File: config.mk
export PLATFORM = sky130hd
export DESIGN_NAME = key_rate_sequencer_flat
export DESIGN_NICKNAME = d
export VERILOG_FILES = /design/src/rtl/key_rate_sequencer_if.sv /design/src/rtl/key_rate_sequencer.sv /design/src/flat_wrapper.sv
export SDC_FILE = /design/constraint.sdc
export NUM_CORES = 1
export LEC_CHECK = 0
export CAP_MARGIN = 15
export CORE_MARGIN = 4
export CORE_UTILIZATION = 50
export DETAILED_ROUTE_END_ITERATION = 10
export PLACE_DENSITY = 0.66
export SETUP_SLACK_MARGIN = 0.15
export SLEW_MARGIN = 30
export SYNTH_ARGS = -nofsm -noshare
export SYNTH_HDL_FRONTEND = slang
export SYNTH_SLANG_ARGS = --single-unit
File: constraint.sdc
create_clock -name clk -period 6.9 [get_ports clk]
set_input_delay 1.035 -clock clk [delete_from_list [all_inputs] [get_ports clk]]
set_output_delay 1.035 -clock clk [all_outputs]
set_load 0.02 [all_outputs]
File: src/rtl/key_rate_sequencer_if.sv
// Board-side key inputs and step-pulse outputs of the key rate sequencer.
// master = board/driver side, slave = sequencer side.
interface key_rate_sequencer_if;
  logic       key_faster_n;
  logic       key_slower_n;
  logic       faster;
  logic       slower;
  logic [1:0] held;

  modport master (
    output key_faster_n,
    output key_slower_n,
    input  faster,
    input  slower,
    input  held
  );

  modport slave (
    input  key_faster_n,
    input  key_slower_n,
    output faster,
    output slower,
    output held
  );
endinterface

File: src/rtl/key_rate_sequencer.sv
// Synchronizes and debounces the two rate keys, then issues faster/slower
// step pulses with typematic auto-repeat for the blink-delay controller.
module key_rate_sequencer #(
  parameter int DEBOUNCE_CYCLES = 1_000_000,
  parameter int REPEAT_DELAY    = 25_000_000,
  parameter int REPEAT_PERIOD   = 5_000_000,
  parameter int CNT_W           = 25
) (
  input logic                 clk,
  input logic                 reset,
  key_rate_sequencer_if.slave seq_if
);

  localparam logic [CNT_W-1:0] DB_LAST  = CNT_W'(DEBOUNCE_CYCLES - 1);
  localparam logic [CNT_W-1:0] DLY_LOAD = CNT_W'(REPEAT_DELAY - 1);
  localparam logic [CNT_W-1:0] PER_LOAD = CNT_W'(REPEAT_PERIOD - 1);

  // IDLE: wait for press | HOLD_F/HOLD_S: repeat for owner | LOCKOUT: both pressed
  typedef enum logic [1:0] {IDLE, HOLD_F, HOLD_S, LOCKOUT} state_e;

  logic [1:0]            sync1_q, sync2_q, synced;
  logic [1:0]            db_q, db_d, prev_q, press;
  logic [1:0][CNT_W-1:0] dcnt_q, dcnt_d;
  logic [CNT_W-1:0]      rcnt_q, rcnt_d;
  state_e                state_q, state_d;
  logic                  faster_q, faster_d, slower_q, slower_d;

  // bit 0 = faster key, bit 1 = slower key throughout
  always_ff @(posedge clk or posedge reset) begin
    if (reset) begin
      sync1_q <= 2'b11;
      sync2_q <= 2'b11;
    end else begin
      sync1_q <= {seq_if.key_slower_n, seq_if.key_faster_n};
      sync2_q <= sync1_q;
    end
  end

  assign synced = ~sync2_q;

  always_comb begin
    db_d   = db_q;
    dcnt_d = '0;
    for (int i = 0; i < 2; i++) begin
      if (synced[i] != db_q[i]) begin
        if (dcnt_q[i] == DB_LAST) db_d[i] = synced[i];
        else                      dcnt_d[i] = dcnt_q[i] + 1'b1;
      end
    end
  end

  always_ff @(posedge clk or posedge reset) begin
    if (reset) begin
      db_q   <= 2'b00;
      prev_q <= 2'b00;
      dcnt_q <= '0;
    end else begin
      db_q   <= db_d;
      prev_q <= db_q;
      dcnt_q <= dcnt_d;
    end
  end

  assign press = db_q & ~prev_q;

  // Ownership checks use db_d so a release beats a coincident repeat expiry.
  always_comb begin
    state_d  = state_q;
    rcnt_d   = rcnt_q;
    faster_d = 1'b0;
    slower_d = 1'b0;
    case (state_q)
      IDLE: begin
        if (press == 2'b11) begin
          state_d = LOCKOUT;
        end else if (press[0]) begin
          state_d  = HOLD_F;
          faster_d = 1'b1;
          rcnt_d   = DLY_LOAD;
        end else if (press[1]) begin
          state_d  = HOLD_S;
          slower_d = 1'b1;
          rcnt_d   = DLY_LOAD;
        end
      end
      HOLD_F: begin
        if (!db_d[0]) begin
          state_d = IDLE;
          rcnt_d  = '0;
        end else if (rcnt_q == '0) begin
          faster_d = 1'b1;
          rcnt_d   = PER_LOAD;
        end else begin
          rcnt_d = rcnt_q - 1'b1;
        end
      end
      HOLD_S: begin
        if (!db_d[1]) begin
          state_d = IDLE;
          rcnt_d  = '0;
        end else if (rcnt_q == '0) begin
          slower_d = 1'b1;
          rcnt_d   = PER_LOAD;
        end else begin
          rcnt_d = rcnt_q - 1'b1;
        end
      end
      LOCKOUT: begin
        if (db_d == 2'b00) state_d = IDLE;
      end
      default: begin
        state_d = IDLE;
        rcnt_d  = '0;
      end
    endcase
  end

  always_ff @(posedge clk or posedge reset) begin
    if (reset) begin
      state_q  <= IDLE;
      rcnt_q   <= '0;
      faster_q <= 1'b0;
      slower_q <= 1'b0;
    end else begin
      state_q  <= state_d;
      rcnt_q   <= rcnt_d;
      faster_q <= faster_d;
      slower_q <= slower_d;
    end
  end

  assign seq_if.faster = faster_q;
  assign seq_if.slower = slower_q;
  assign seq_if.held   = db_q;

endmodule
File: src/flat_wrapper.sv
// flat-port wrapper written by rule: the top's interface ports become plain ports
module key_rate_sequencer_flat 
#(
  parameter int DEBOUNCE_CYCLES = 1_000_000,
  parameter int REPEAT_DELAY    = 25_000_000,
  parameter int REPEAT_PERIOD   = 5_000_000,
  parameter int CNT_W           = 25
)
  (clk, reset, seq_if_key_faster_n, seq_if_key_slower_n, seq_if_faster, seq_if_slower, seq_if_held);
  key_rate_sequencer_if seq_if_i ();
  input logic clk;
  input logic reset;
  input wire logic [$bits(seq_if_i.key_faster_n)-1:0] seq_if_key_faster_n;
  input wire logic [$bits(seq_if_i.key_slower_n)-1:0] seq_if_key_slower_n;
  output wire logic [$bits(seq_if_i.faster)-1:0] seq_if_faster;
  output wire logic [$bits(seq_if_i.slower)-1:0] seq_if_slower;
  output wire logic [$bits(seq_if_i.held)-1:0] seq_if_held;
  assign seq_if_i.key_faster_n = seq_if_key_faster_n;
  assign seq_if_i.key_slower_n = seq_if_key_slower_n;
  assign seq_if_faster = seq_if_i.faster;
  assign seq_if_slower = seq_if_i.slower;
  assign seq_if_held = seq_if_i.held;
  key_rate_sequencer #(.DEBOUNCE_CYCLES(DEBOUNCE_CYCLES), .REPEAT_DELAY(REPEAT_DELAY), .REPEAT_PERIOD(REPEAT_PERIOD), .CNT_W(CNT_W)) u_core (.clk(clk), .reset(reset), .seq_if(seq_if_i));
endmodule
======== Word-level counts from Yosys, hierarchy flattened ========
Cells that the tools add are included.
cells by class
  add/sub/neg operators ................... 3
  equal/unequal tests ..................... 14
  multiplexer cells ....................... 32
  bitwise logic cells ..................... 3
  reduce and logical (&&, ||, !) cells .... 6
operators by type and width
  operator               count
  $mux 25                10
  $pmux 25 s3            1
  $add 25x1->25 const B  2
  $eq 25x20->1 const B   2
  $logic_not 25->1       1
  $sub 25x1->25 const B  1
  $mux 1                 12
  $mux 2                 6
  $pmux 2 s4             1
  $eq 2x2->1 const B     3
  $ne 2x2->1 const B     3
  $logic_not 2->1        2
  $ne 4x1->1 const B     1
  $not 2->2              2
  $pmux 1 s2             2
  $reduce_and 4->1       1
  $ne 3x1->1 const B     1
  $reduce_and 3->1       1
  $reduce_bool 3->1      1
  $and 2x2->2            1
  $eq 2x1->1 const B     1
  $ne 1x1->1             2
  $ne 2x1->1 const B     1
word-level totals
  register bits ........................... 87
  bits of input ports ..................... 4
  output and inout bits ................... 4
  word-level logic and storage cells ...... 68

======== Longest topological paths before layout ========
Gate-level depths: netlist of run 1.
  depth in word-level cells ............... 6
  depth in mapped cells ................... 9
  depth with buffers taken out ............ 8

======== Worst setup path after synthesis of run 1 ========
OpenSTA, ideal clock, no wires.
  path type ............................... register -> register
  start ................................... register u_core.dcnt_q[0] (netlist bit)
  end ..................................... register u_core.state_q[0]
  data arrival time ....................... 2.149 ns
  slack ................................... 4.669 ns
  stages on the path, launching flop included .. 9
  clock period less this slack ............ 2.231 ns
  cells stage by stage .................... dfrtp_1 > ha_1 > nand3_1 > or2_2 > clkbuf_1 > o41ai_1 > o221ai_1 > or3_1 > o22ai_1
between the ends
  cells in the longest elaborated chain, start to end .. 6
ends and longest elaborated chain
  element                                line                       RTL
  from (decl)                            key_rate_sequencer.sv:23   logic [1:0][CNT_W-1:0] dcnt_q, dcnt_d;
  from (signal assigned)                 key_rate_sequencer.sv:60   dcnt_q <= dcnt_d;
  $eq 25x20->1 (*)                       key_rate_sequencer.sv:46   if (dcnt_q[i] == DB_LAST) db_d[i] = synced[i];
  $mux 1 (*)                             key_rate_sequencer.sv:46
  $mux 1 (*)                             key_rate_sequencer.sv:45   if (synced[i] != db_q[i]) begin
  $logic_not 2->1                        key_rate_sequencer.sv:109  if (db_d == 2'b00) state_d = IDLE;
  $ne 2x1->1 (no source line)            n/a
  $reduce_and 4->1 (no source line) (*)  n/a
  to (signal assigned)                   key_rate_sequencer.sv:125  state_q <= state_d;
  to (decl)                              key_rate_sequencer.sv:25   state_e state_q, state_d;
Every way passes the cells marked *; elsewhere a longest branch is shown, timed or not.
A chain may end at the register's enable or synchronous reset.

======== Worst setup path in the final report of run 1 ========
  start ................................... register u_core.dcnt_q[10] (netlist bit)
  end ..................................... register u_core.rcnt_q[16]
between the ends
  cells in the longest elaborated chain, start to end .. 5
ends and longest elaborated chain
  element               line                       RTL
  $eq 25x20->1          key_rate_sequencer.sv:46
  $mux 1                key_rate_sequencer.sv:46
  $mux 1                key_rate_sequencer.sv:45
  $mux 25               key_rate_sequencer.sv:87   if (!db_d[0]) begin
  $pmux 25 s3           key_rate_sequencer.sv:72   case (state_q)
  to (signal assigned)  key_rate_sequencer.sv:126  rcnt_q <= rcnt_d;
  to (decl)             key_rate_sequencer.sv:24   logic [CNT_W-1:0] rcnt_q, rcnt_d;
Every way passes these cells.

==> metrics.txt, run 1 <==
DRT iter0 DRCs=roughly 170; row cnt=35; worst setup margin=around 4.2 ns; worst hold start=u_core.sync1_q[0]; CP Data Arrival Time=slightly below 3 ns; GPL Wtd Cong=just over 0.8; most frequent cell after synthesis=dfrtp_1; WS Path Type=register to register; Final min period=approximately 2.7 ns; family with the most delay on the worst path=simple AND/OR/NAND/NOR gates; WHS Path Cells=0; drt total wl=roughly 10 mm; dpl ws=between 4 and 5 ns; CORE AREA=between 0.009 and 0.01 mm²; Worst Setup End Kind=register; r2r startpoint=u_core.dcnt_q[10]; setup TNS=0 ns; crit path max fanout=31; Buffers & Inverters on Critical Path=1; worst-case clock buffer depth=2; Static Leak=roughly 0.0022 µW; initial antenna violation count=0; clk slew on worst S/H paths=around 0.09 ns; Syn Area/Cell=9.362 µm²; Hold WC Path Type=register to register; Gate Count Post-Synth=approximately 500; Post-synth EDFFs=0; CTS sink cnt=between 80 and 90; vias in the first global route=3652; max-cap violations=0; share of the yosys chip area belonging to registers=between 40% and 50%; filler instances=between 800 and 900; Netlist cell types=53; post-synth top area cell=dfrtp_1; Area Growth Syn to Fin=7.845%; Final period util=slightly below 40%; share of layout cells above drive strength 1=between 7 and 8%; Worst Tran Pin Value=0.8459 ns; CTS tree=yes; Critical Path Max Stage Delay=~0.58 ns; total track usage=19.15%; critical path launch point type=register; I/O Buffers=7; r2r setup slk=4.21 ns; CTS HTree Levels=3; starting density of the core=between 50% and 60%; pin count of the biggest net entering global routing=between 80 and 90; DRC Markers=0; share of the synthesized area in the top cell type=between 40% and 50%; final count of pins violating max slew=0; die width=around 110 µm; end of the worst register-to-register path=u_core.rcnt_q[16]; slowest stage cell on the critical path=or4b_4; Clock Latency Late Sink=between 0.3 and 0.4 ns; Post-CTS Setup Bufs=0; number of diodes=0; Slew Limit Headroom=between 40 and 50%; drt pass-1 iters=5; die area=between 0.01 and 0.015 mm²; nets=518; worst hold endpoint=u_core.sync2_q[0]; Synth area leaders=dfrtp_1, nor2_1, xor2_1; Worst EP required=between 7 and 8 ns; Mapped Nets=between 500 and 600; Synth Flop Type=dfrtp_1; grt total ovfl=0; Yosys reg bits=87; Synth warnings=0; Cell Area, Synth=0.004737 mm²; status=completed; maximum VDD drop=~0.096 mV; final hold vios=0; PwrDens=between 150 and 200 mW/mm²; Final Util=55.29%; Fmax=around 0.37 GHz; # hold bufs at CTS=0; setup repair after global routing missed its margin=false; via/cell ratio=roughly 5.7; Ports=8; DPL Wire Length=6.502 mm; Die H=roughly 110 µm; R2R cell count=7; Wirelength per Cell=around 15 µm; Async S/R FF share, synth=100.0%; cells resized by post-CTS repair=0; clock root cell=clkbuf_8; # setup viols final=0; Routed Antenna Nets=0; worst-path cell chain=or4b_4, nor4_4, a31oi_1, nor3b_4, buf_4, o21ai_2, o311ai_1; Num CTS Buffers=9; Clock Skew=between 0.01 and 0.015 ns; routed via count=approximately 3600; first-pass GRT wire length=between 15 and 20 mm; most frequent cells after synthesis=dfrtp_1, nor2_1, nand2_1
==> state kept, by name, summed over array words and instances (netlist names) <==
signal	cells
u_core.dcnt_q	50
u_core.rcnt_q	25
u_core.prev_q	2
u_core.seq_if.held	2
u_core.state_q	2
u_core.sync1_q	2
u_core.sync2_q	2
u_core.seq_if.faster	1
u_core.seq_if.slower	1
==> report_power, final <==
| part | switching [µW] | internal, µW |
|---|---|---|
| sequential | 3.04 | 514 |
| combinational | 17.0 | 5.78 |
| clock | 181 | 213 |
==> worst max-delay path by stage <==
stage,from,end,slack [ns],cells past startpoint
final,u_core.dcnt_q[10],u_core.rcnt_q[16],4.21,7
after global routing,u_core.dcnt_q[0],u_core.state_q[1],4.07,7
after CTS,u_core.dcnt_q[10],u_core.rcnt_q[16],4.21,7
after detailed placement,u_core.dcnt_q[10],u_core.rcnt_q[16],4.24,7
after global placement,u_core.dcnt_q[10],u_core.rcnt_q[16],4.30,7
after floorplan,reset,u_core.dcnt_q[0],3.62,1
==> per-layer routing <==
layer  share of wire, %  track usage, %  up-vias
met2                 47           29.46       45
met5                  0               0        -
met4                1.0           6.279        0
met3                2.5           4.042        6
li1                   -               -     1793
met1                 50           26.97     1788
==> stage by stage <==
| step | power, µW | cell area (µm²) | cells | hold WS, ns |
|---|---|---|---|---|
| final | 933.5 | 5109 | 639 | 0.3615 |
| after floorplan | 543.2 | 4737 | 506 | 0.3452 |
| after CTS | 945.3 | 5106 | 639 | 0.3636 |
| after global routing | 970.1 | 5109 | 639 | 0.3652 |
| after global placement | 550.5 | 4875 | 623 | 0.3465 |
| after detailed placement | 551.3 | 4893 | 624 | 0.3515 |
==> placed cells by master (no fill, tap or decap), drive strengths merged, types with 5 or more instances in the layout <==
| cell | count |
|---|---|
| dfrtp | 83 |
| nor2 | 66 |
| nand2 | 39 |
| a21oi | 33 |
| nand3 | 28 |
| xor2 | 27 |
| xnor2 | 20 |
| o21ai | 17 |
| nor3 | 15 |
| o211ai | 14 |
| or3 | 13 |
| inv | 13 |
| clkbuf | 12 |
| and3 | 10 |
| nor4 | 10 |
| nor2b | 9 |
| nand4 | 9 |
| ha | 8 |
| and2 | 7 |
| clkdlybuf4s50 | 7 |
| o22ai | 6 |
| and4 | 6 |
| o2111ai | 5 |
==> cells by family (layout without fill, tap and decap cells) <==
| logic type | Yosys count | in the layout | synth area share (%) |
|---|---|---|---|
| flip-flops | 87 | 87 | 46.06 |
| buffers and inverters | 36 | 40 | 3.592 |
| AND/OR/NAND/NOR | 240 | 240 | 27.68 |
| adder cells (fa/ha/maj) | 8 | 8 | 2.113 |
| XOR/XNOR | 47 | 47 | 8.690 |
| AO/OA/AOI/OAI | 88 | 88 | 11.86 |
==> layout make-up <==
| type | count | area (µm²) | share of cell area (%) |
|---|---|---|---|
| clock buffers | 12 | 145.1 | 2.841 |
| clock inverters | 3 | 67.56 | 1.323 |
| inverters | 14 | 53.80 | 1.053 |
| multi-input cells | 383 | 2387 | 46.73 |
| flip-flops and latches | 87 | 2182 | 42.71 |
| well taps | 129 | 161.4 | 3.159 |
| repair buffers | 11 | 111.4 | 2.180 |
Power figures use the tool's default switching activity.
==> inputs of run 2 (changes only) <==
==> constraint.sdc (replaced) <==
create_clock -name clk -period 2.8 [get_ports clk]
set_input_delay 0.42 -clock clk [delete_from_list [all_inputs] [get_ports clk]]
set_output_delay 0.42 -clock clk [all_outputs]
set_load 0.02 [all_outputs]
==> run 2 against run 1 <==
- flip-flop and latch count is the same
- cell count grew 2.5%
- critical path type unchanged
- cell area grew 2.9%
- hold slack lost 0.0030 ns
- die area is the same
==> metrics.txt, run 2 (synthesis gave the netlist of run 1 again) <==
status=completed; row cnt=35; PwrDens=between 400 and 500 mW/mm²; Clock Skew=roughly 0.013 ns; setup TNS=0 ns; maximum VDD drop=around 0.30 mV; Routed Antenna Nets=0; worst-case clock buffer depth=2; Final min period=approximately 2.5 ns; CTS HTree Levels=3; drt pass-1 iters=4; number of diodes=0; worst setup margin=about 0.34 ns; vias in the first global route=~3500; final count of pins violating max slew=0; proportion of power drawn by combinational gates=approximately 2.7%; WS Path Type=register to register; dpl ws=approximately 0.32 ns; max-cap violations=0; Num CTS Buffers=9; Biggest register=u_core.dcnt_q; Wirelength per Cell=approximately 15 µm; Critical Path Sink=u_core.rcnt_q[16]; critical path launch point type=register; setup repair after global routing missed its margin=true; total track usage=a little under a fifth; end of the worst register-to-register path=u_core.rcnt_q[16]; most frequent cells in the layout=dfrtp_1, nor2_1, nand2_1; Ports=8; Worst EP required=just over 3 ns; CTS tree=yes; # setup viols final=0; switching pwr=495.0 µW; via/cell ratio=5.652; Clock Latency Late Sink=0.35 ns; Worst Setup End Kind=register; commonest non-fill, non-tap cell in the layout=dfrtp_1; R2R cell count=7; clock root cell=clkbuf_8; Hold WC Path Type=register to register; r2r setup slk=roughly 0.34 ns; CORE AREA=around 0.0092 mm²; Fmax=0.4064 GHz; internal power=1843 µW; crit path launch=u_core.dcnt_q[10]; final hold vios=0; starting density of the core=between 50% and 60%; I/O Buffers=7; CTS sink cnt=between 80 and 90; CP Data Arrival Time=2.71 ns; clk slew on worst S/H paths=~0.090 ns; GPL Wtd Cong=0.8266; # hold bufs at CTS=0; fin area=around 0.0053 mm²; drt total wl=roughly 9.8 mm; share of layout cells above drive strength 1=10.27%; crit path max fanout=31; number of flip-flops in the largest register=50; r2r startpoint=u_core.dcnt_q[10]; DRT iter0 DRCs=around 200; DRC Markers=0; Power Total=2338 µW; initial antenna violation count=0; die area=about 0.011 mm²; die width=between 100 and 150 µm; sequential power share=54.5%; DPL Wire Length=6.560 mm; Slew Limit Headroom=around 57%; Clock power frac=42.8%; Die H=roughly 110 µm; grt total ovfl=0; cells resized by post-CTS repair=0; switch share=between 20% and 30%; nets=around 530; pin count of the biggest net entering global routing=35; DP Area=roughly 0.005 mm²; Static Leak=about 0.0023 µW; first-pass GRT wire length=roughly 17 mm; Post-CTS Setup Bufs=0; Final period util=between 80 and 90%; Area Growth Syn to Fin=10.96%; Worst Tran Pin Value=0.6410 ns; routed via count=3702; largest registers=u_core.dcnt_q: 50 flops, u_core.rcnt_q: 25 flops
-- run 2: metrics by stage --
step,instances,hold slack (ns),util [%]
after global placement,638,0.3472,54.27
final,655,0.3585,56.89
after CTS,654,0.3594,56.78
after detailed placement,638,0.3472,54.27
after global routing,655,0.3670,56.89
after floorplan,506,0.3452,-
-- run 2: power by group through the flow --
stage          clock network (µW)  registers (µW)  logic (µW)
2_1_floorplan                   0            1300        41.3
3_3_place_gp                    0            1300        65.9
3_5_place_dp                    0            1300        66.3
4_1_cts                      1030            1270        66.4
5_1_grt                      1080            1280        75.4
6_report                     1000            1270        63.4
-- run 2: how the worst min path moves through the flow --
stage	start	to	slack, ns	cells after the start
5_1_grt	u_core.sync1_q[0]	u_core.sync2_q[0]	0.37	0
4_1_cts	u_core.sync1_q[1]	u_core.sync2_q[1]	0.36	0
3_5_place_dp	u_core.sync1_q[1]	u_core.sync2_q[1]	0.35	0
3_3_place_gp	u_core.sync1_q[1]	u_core.sync2_q[1]	0.35	0
6_report	u_core.sync1_q[1]	u_core.sync2_q[1]	0.36	0
2_1_floorplan	u_core.sync1_q[0]	u_core.sync2_q[0]	0.35	0
-- run 2: critical path: stages, from the launching register on --
cell	delay (ns)
dfrtp_1	0.43
or4b_4	0.57
nor4_4	0.26
a31oi_1	0.21
nor3b_4	0.27
buf_12	0.21
o21ai_2	0.13
o311ai_1	0.27
-- run 2: layout make-up --
cell class                      count  area, µm²
Fill cell                         821       3984
Multi-Input combinational cell    384       2395
Clock inverter                      4      76.32
Timing Repair Buffer               25      230.2
Inverter                           14      56.30
Tap cell                          129      161.4
Sequential cell                    87       2182
Clock buffer                       12      155.1
-- run 2: per-layer routing --
metal  global-route usage, %  wire, µm  vias up
li1                        -         -     1832
met3                   2.633       363       12
met1                   25.10      4591     1794
met2                   30.15      4667       64
met4                   6.935       174        0
met5                       0         0        -
